File: config.mk
export PLATFORM = sky130hd
export DESIGN_NAME = rf_wport_arbiter
export DESIGN_NICKNAME = d
export VERILOG_FILES = /design/src/rtl/cpu_defs.sv /design/src/rtl/rf_wport_arbiter.sv
export SDC_FILE = /design/constraint.sdc
export NUM_CORES = 1
export LEC_CHECK = 0
export CAP_MARGIN = 15
export CORE_MARGIN = 5
export CORE_UTILIZATION = 40
export DETAILED_ROUTE_END_ITERATION = 12
export GPL_ROUTABILITY_DRIVEN = 0
export PLACE_DENSITY = 0.71
export SLEW_MARGIN = 15
export SYNTH_ARGS = -nofsm -noshare
export SYNTH_HDL_FRONTEND = slang
export SYNTH_SLANG_ARGS = --single-unit
File: constraint.sdc
create_clock -name clk -period 4.1 [get_ports clk]
set_input_delay 0.82 -clock clk [delete_from_list [all_inputs] [get_ports clk]]
set_output_delay 0.82 -clock clk [all_outputs]
set_load 0.05 [all_outputs]
File: src/rtl/cpu_defs.sv
// Shared CPU definitions: register-address width, $0 constant, write-port
// mux select encodings and the write-port arbiter state encoding.
package cpu_defs;
  localparam int unsigned REG_ADDR_W = 5;
  localparam logic [REG_ADDR_W-1:0] REG_ZERO = 5'd0;
  localparam logic SEL_PIPE = 1'b1;
  localparam logic SEL_SEC  = 1'b0;

  typedef enum logic [1:0] {
    ST_IDLE  = 2'd0,
    ST_PEND  = 2'd1,
    ST_FORCE = 2'd2
  } arb_state_t;
endpackage

File: src/rtl/rf_wport_arbiter.sv
// Register-file write-port arbiter: pipeline writeback has priority, a single
// holding register buffers the secondary writer, starvation forces a WB stall.
module rf_wport_arbiter
  import cpu_defs::*;
#(
  parameter int unsigned DATA_W       = 32,
  parameter int unsigned STARVE_LIMIT = 4
) (
  input  logic                  clk,
  input  logic                  rst,
  input  logic                  pipe_we,
  input  logic [REG_ADDR_W-1:0] pipe_waddr,
  input  logic [DATA_W-1:0]     pipe_wdata,
  input  logic                  sec_valid,
  output logic                  sec_ready,
  input  logic [REG_ADDR_W-1:0] sec_waddr,
  input  logic [DATA_W-1:0]     sec_wdata,
  output logic                  rf_we,
  output logic                  rf_sel,
  output logic [REG_ADDR_W-1:0] rf_waddr,
  output logic [DATA_W-1:0]     rf_wdata,
  output logic                  stall_req
);

  localparam logic [3:0] LIMIT = 4'(STARVE_LIMIT);

  arb_state_t            state;
  logic                  hv;
  logic [REG_ADDR_W-1:0] haddr;
  logic [DATA_W-1:0]     hdata;
  logic [3:0]            cnt;
  logic [3:0]            cnt_inc;
  logic                  pipe_win;
  logic                  handshake;

  assign sec_ready = !rst && (state == ST_IDLE) && !hv;
  assign handshake = sec_valid && sec_ready;
  // A write to $0 is not a real pipeline write and leaves the port free.
  assign pipe_win  = pipe_we && (pipe_waddr != REG_ZERO);

  always_comb begin
    cnt_inc = cnt;
    if (cnt != 4'hF) cnt_inc = cnt + 4'd1;
  end

  always_ff @(posedge clk or posedge rst) begin
    if (rst) begin
      state     <= ST_IDLE;
      hv        <= 1'b0;
      haddr     <= '0;
      hdata     <= '0;
      cnt       <= '0;
      rf_we     <= 1'b0;
      rf_sel    <= SEL_SEC;
      rf_waddr  <= '0;
      rf_wdata  <= '0;
      stall_req <= 1'b0;
    end else begin
      rf_we <= 1'b0;
      if (pipe_win) begin
        rf_we    <= 1'b1;
        rf_sel   <= SEL_PIPE;
        rf_waddr <= pipe_waddr;
        rf_wdata <= pipe_wdata;
        if (hv) begin
          if (haddr == pipe_waddr) begin
            // Newer pipeline result supersedes the held one.
            hv        <= 1'b0;
            cnt       <= '0;
            state     <= ST_IDLE;
            stall_req <= 1'b0;
          end else begin
            cnt <= cnt_inc;
            if (cnt_inc >= LIMIT) begin
              state     <= ST_FORCE;
              stall_req <= 1'b1;
            end
          end
        end
      end else if (hv) begin
        if (haddr != REG_ZERO) begin
          rf_we    <= 1'b1;
          rf_sel   <= SEL_SEC;
          rf_waddr <= haddr;
          rf_wdata <= hdata;
        end
        hv        <= 1'b0;
        cnt       <= '0;
        state     <= ST_IDLE;
        stall_req <= 1'b0;
      end

      if (handshake) begin
        hv    <= 1'b1;
        haddr <= sec_waddr;
        hdata <= sec_wdata;
        cnt   <= '0;
        state <= ST_PEND;
      end
    end
  end

endmodule

==> flow_summary_export.csv <==
group,metric,value,unit
critical_path,crit-reg2reg-capture,"rf_wdata[21]$_DFFE_PP0P_",
timing,fraction_of_the_cycle_the_final_worst_path_needs,78.0,%
critical_path,timing.critical_path.from_type,"input port",
logic_synthesis,synth_async_sr_flop_share,100,%
logic_synthesis,netlist.area_leader.share,58.0,%
route,wirelength,8410,um
die,die_y,105,um
critical_path,crit_type,"in2out",
worst_hold_path,holdPathStages,2,
die,area_enclosed_by_the_die_boundary,0.0111,mm^2
finish,seq_area,0.00210,mm^2
critical_path,cpMaxStageDelayCell,"sky130_fd_sc_hd__clkdlybuf4s50_1",
route,final_antenna_net_count,0,
die,floorplan.die.width,105,um
logic_synthesis,synth_top_cells_by_count,"sky130_fd_sc_hd__dfrtp_1, sky130_fd_sc_hd__nand2_1, sky130_fd_sc_hd__mux2_2",
critical_path,cp.arrival,2.38,ns
critical_path,cp.required,3.28,ns
critical_path,timing.critical_path.fanout_max,3,
route,wl_per_cell,15.8,um
route,drcViolationCount,0,
global_route,grt_overflow,0,
logic_synthesis,synth_ff_type,"sky130_fd_sc_hd__dfrtp_1",
clocking,cts_resized,0,
die,design.core.area,0.00876,mm^2
worst_hold_path,timing.hold.worst.start,"rf_sel$_DFFE_PP0P_",
clocking,post-cts-setup-buffer-count,0,
logic_synthesis,synth.distinct_cells,33,
timing,layout_setup_ws,0.900,ns
critical_path,reg2reg_from,"haddr[0]$_DFFE_PP0N_",
clocking,clk-insertion-delay-late,0.34,ns
global_route,pin_count_of_the_biggest_net_entering_global_routing,66,
timing,finalClockSkew,0.00687,ns
clocking,post_cts_hold_buffer_count,0,
clocking,h_tree_depth,3,
logic_synthesis,synth.most_common_cell,"sky130_fd_sc_hd__dfrtp_1",
die,initial_core_util,41.4,%
outcome,outcome,"completed",
route,dr.first_iter.drc_count,93,
critical_path,slowest_cell_delay_on_critical_path,0.85,ns
place,io_buffers,118,
finish,antenna_cells,0,
logic_synthesis,ys_warn_count,0,
timing,rsz0062_at_grt,"no",
critical_path,register_to_register_setup_slack,1.89,ns
route,vias,2698,
finish,area_delta_synth_final,40.4,%
critical_path,cp-end-kind,"output pin",
worst_hold_path,hold_class,"reg2reg",
global_route,global_route_wire_length_before_repair,13900,um
critical_path,critical_path.cell_chain,"clkdlybuf4s50_1 -> nor4_1 -> clkdlybuf4s50_1",
clocking,numCtsBuffers,9,
critical_path,ff2ff_path_depth,5,
route,drtPass1Iterations,4,
power_and_ir_drop,post-layout-total-power,2880,uW
finish,layout-drive-gt1-share,14.4,%
logic_synthesis,syn-cell-area,0.00362,mm^2
finish,fill_cells,737,
timing,hold_viol_final,0,
die,placementRows,34,
die,io_pins,119,
power_and_ir_drop,power.leakage,0.00236,uW
logic_synthesis,syn-num-nets,385,
power_and_ir_drop,power.density_cell_area,566,mW/mm^2
flow_run,cap_violations,0,
logic_synthesis,yosys-top-cells-area,"sky130_fd_sc_hd__dfrtp_1, sky130_fd_sc_hd__mux2_2, sky130_fd_sc_hd__mux2i_1, sky130_fd_sc_hd__nand2_1, sky130_fd_sc_hd__o21ai_0",
finish,final_nets,501,
clocking,cts_root_buf,"sky130_fd_sc_hd__clkbuf_8",
worst_hold_path,hold-path-endpoint,"rf_sel$_DFFE_PP0P_",
route,route.detailed.vias_per_inst,5.06,
place,detailedPlace.worstSlack,0.890,ns
global_route,antenna_found_initial,0,
logic_synthesis,ys_seq_elements,84,
timing,worst_max_slew_pin_slew,0.668,ns
global_route,grt_pass1_vias,2748,
clocking,cts_num_sinks,84,
logic_synthesis,synth_seq_area_share,58.0,%
timing,report.final.slew_viol_count,0,
logic_synthesis,number_of_standard_cells_after_synthesis,306,
logic_synthesis,synth-edff-count,0,
critical_path,critPathMostFrequentCell,"sky130_fd_sc_hd__clkdlybuf4s50_1",
clocking,path_clk_slew,0.07,ns
clocking,number_of_buffers_between_clock_root_and_the_deepest_sink,2,
clocking,tritoncts,"built",
logic_synthesis,synthesis.area_per_instance,11.8,um^2
global_route,grt_util_all_layers,15.3,%
power_and_ir_drop,worst_ir_drop_vdd,0.000259,V
timing,totalNegativeSetupSlack,0,ns
timing,layout_min_cycle_time,3.20,ns
finish,multi_input_comb_area,0.00144,mm^2
place,dpl.hpwl,5790,um
timing,fmax,0.312,GHz
timing,setup-violations-final,0,
timing,slew_headroom,55.5,%
logic_synthesis,post-synth-top-area-cell,"sky130_fd_sc_hd__dfrtp_1",
[metal layers]
layer	GRT usage [%]	vias up	share of wire, %
li1	-	1291	-
met3	4.13	11	7.1
met4	6.03	0	1.8
met5	0	-	0
met1	20.3	1307	44
met2	24.0	89	48
[registers in the layout, summed over array words and instances, names as in the netlist]
| register | flops |
|---|---|
| hv | 1 |
| rf_waddr | 5 |
| state | 2 |
| cnt | 4 |
| rf_wdata | 32 |
| hdata | 32 |
| rf_we | 1 |
| rf_sel | 1 |
| haddr | 5 |
| stall_req | 1 |
[cell families (layout without fill, tap and decap cells)]
group,count (synthesis),count (layout),share of synthesized area (%)
fa+ha+maj,1,1,0.345
buf+inv,20,139,2.80
mux,69,69,20.3
xor+xnor,5,5,1.21
compound gates,54,54,8.60
flops,84,84,58.0
simple gates,73,73,8.73
[cells in the final DEF (no fill, tap or decap)]
cell,netlist,routed
sky130_fd_sc_hd__or4_1,1,1
sky130_fd_sc_hd__ha_1,1,1
sky130_fd_sc_hd__o31ai_1,1,1
sky130_fd_sc_hd__clkdlybuf4s50_1,0,118
sky130_fd_sc_hd__clkinv_2,0,2
sky130_fd_sc_hd__o21ai_2,2,1
sky130_fd_sc_hd__bufinv_16,0,1
sky130_fd_sc_hd__nor3_1,3,3
sky130_fd_sc_hd__buf_4,1,4
sky130_fd_sc_hd__nor4_1,1,1
sky130_fd_sc_hd__o21ai_4,0,1
sky130_fd_sc_hd__o21ai_1,10,10
sky130_fd_sc_hd__a21oi_1,3,3
sky130_fd_sc_hd__nor3b_1,1,1
sky130_fd_sc_hd__or4_4,1,1
sky130_fd_sc_hd__a211o_1,2,2
sky130_fd_sc_hd__clkbuf_8,0,11
sky130_fd_sc_hd__nand2_1,47,47
sky130_fd_sc_hd__clkbuf_1,7,1
sky130_fd_sc_hd__xor2_1,5,5
sky130_fd_sc_hd__and2_1,2,2
sky130_fd_sc_hd__nand3b_1,2,2
sky130_fd_sc_hd__nand2b_1,2,2
sky130_fd_sc_hd__nor2_1,10,10
sky130_fd_sc_hd__mux2_2,37,37
sky130_fd_sc_hd__mux2i_1,32,32
sky130_fd_sc_hd__inv_1,3,2
sky130_fd_sc_hd__dfrtp_1,84,84
sky130_fd_sc_hd__a21o_1,1,1
sky130_fd_sc_hd__o21a_1,3,2
sky130_fd_sc_hd__a31o_2,2,2
sky130_fd_sc_hd__a31oi_1,5,5
sky130_fd_sc_hd__o21ai_0,25,25
sky130_fd_sc_hd__o21a_4,0,1
sky130_fd_sc_hd__nand3_1,3,3
[worst max-delay path, delay by kind of cell]
family / cells / cell delay [ns]
and+or+nand+nor: 1 / 0.25
buffers and inverters: 2 / 1.31
[where the power goes]
part / switching (uW) / internal [uW]
Clock: 275 / 308
Sequential: 168 / 1100
Combinational: 543 / 483
Total: 986 / 1890
[cell type report]
cell class | count | area share, %
inverters | 3 | 0.246
clock inverters | 2 | 0.689
flip-flops and latches | 84 | 41.3
repair buffers | 122 | 23.8
multi-input cells | 202 | 28.2
well taps | 108 | 2.66
clock buffers | 12 | 3.05
[worst max-delay path by stage]
stage,from,end,slack (ns),depth (start not counted)
4_1_cts,rst,sec_ready,0.89,3
3_3_place_gp,rst,sec_ready,0.92,3
5_1_grt,rst,sec_ready,0.87,3
6_report,rst,sec_ready,0.90,3
2_1_floorplan,rst,sec_ready,0.96,1
3_5_place_dp,rst,sec_ready,0.89,3
[through the flow]
stage	instance area [um^2]	hold WS (ns)	cells	utilization [%]
5_1_grt	5090	0.515	533	58.1
3_5_place_dp	4890	0.484	519	55.8
4_1_cts	5080	0.503	533	58.0
2_1_floorplan	3620	0.479	306	-
3_3_place_gp	4890	0.485	519	55.8
6_report	5090	0.498	533	58.1
(Power assumes the default switching activity.)
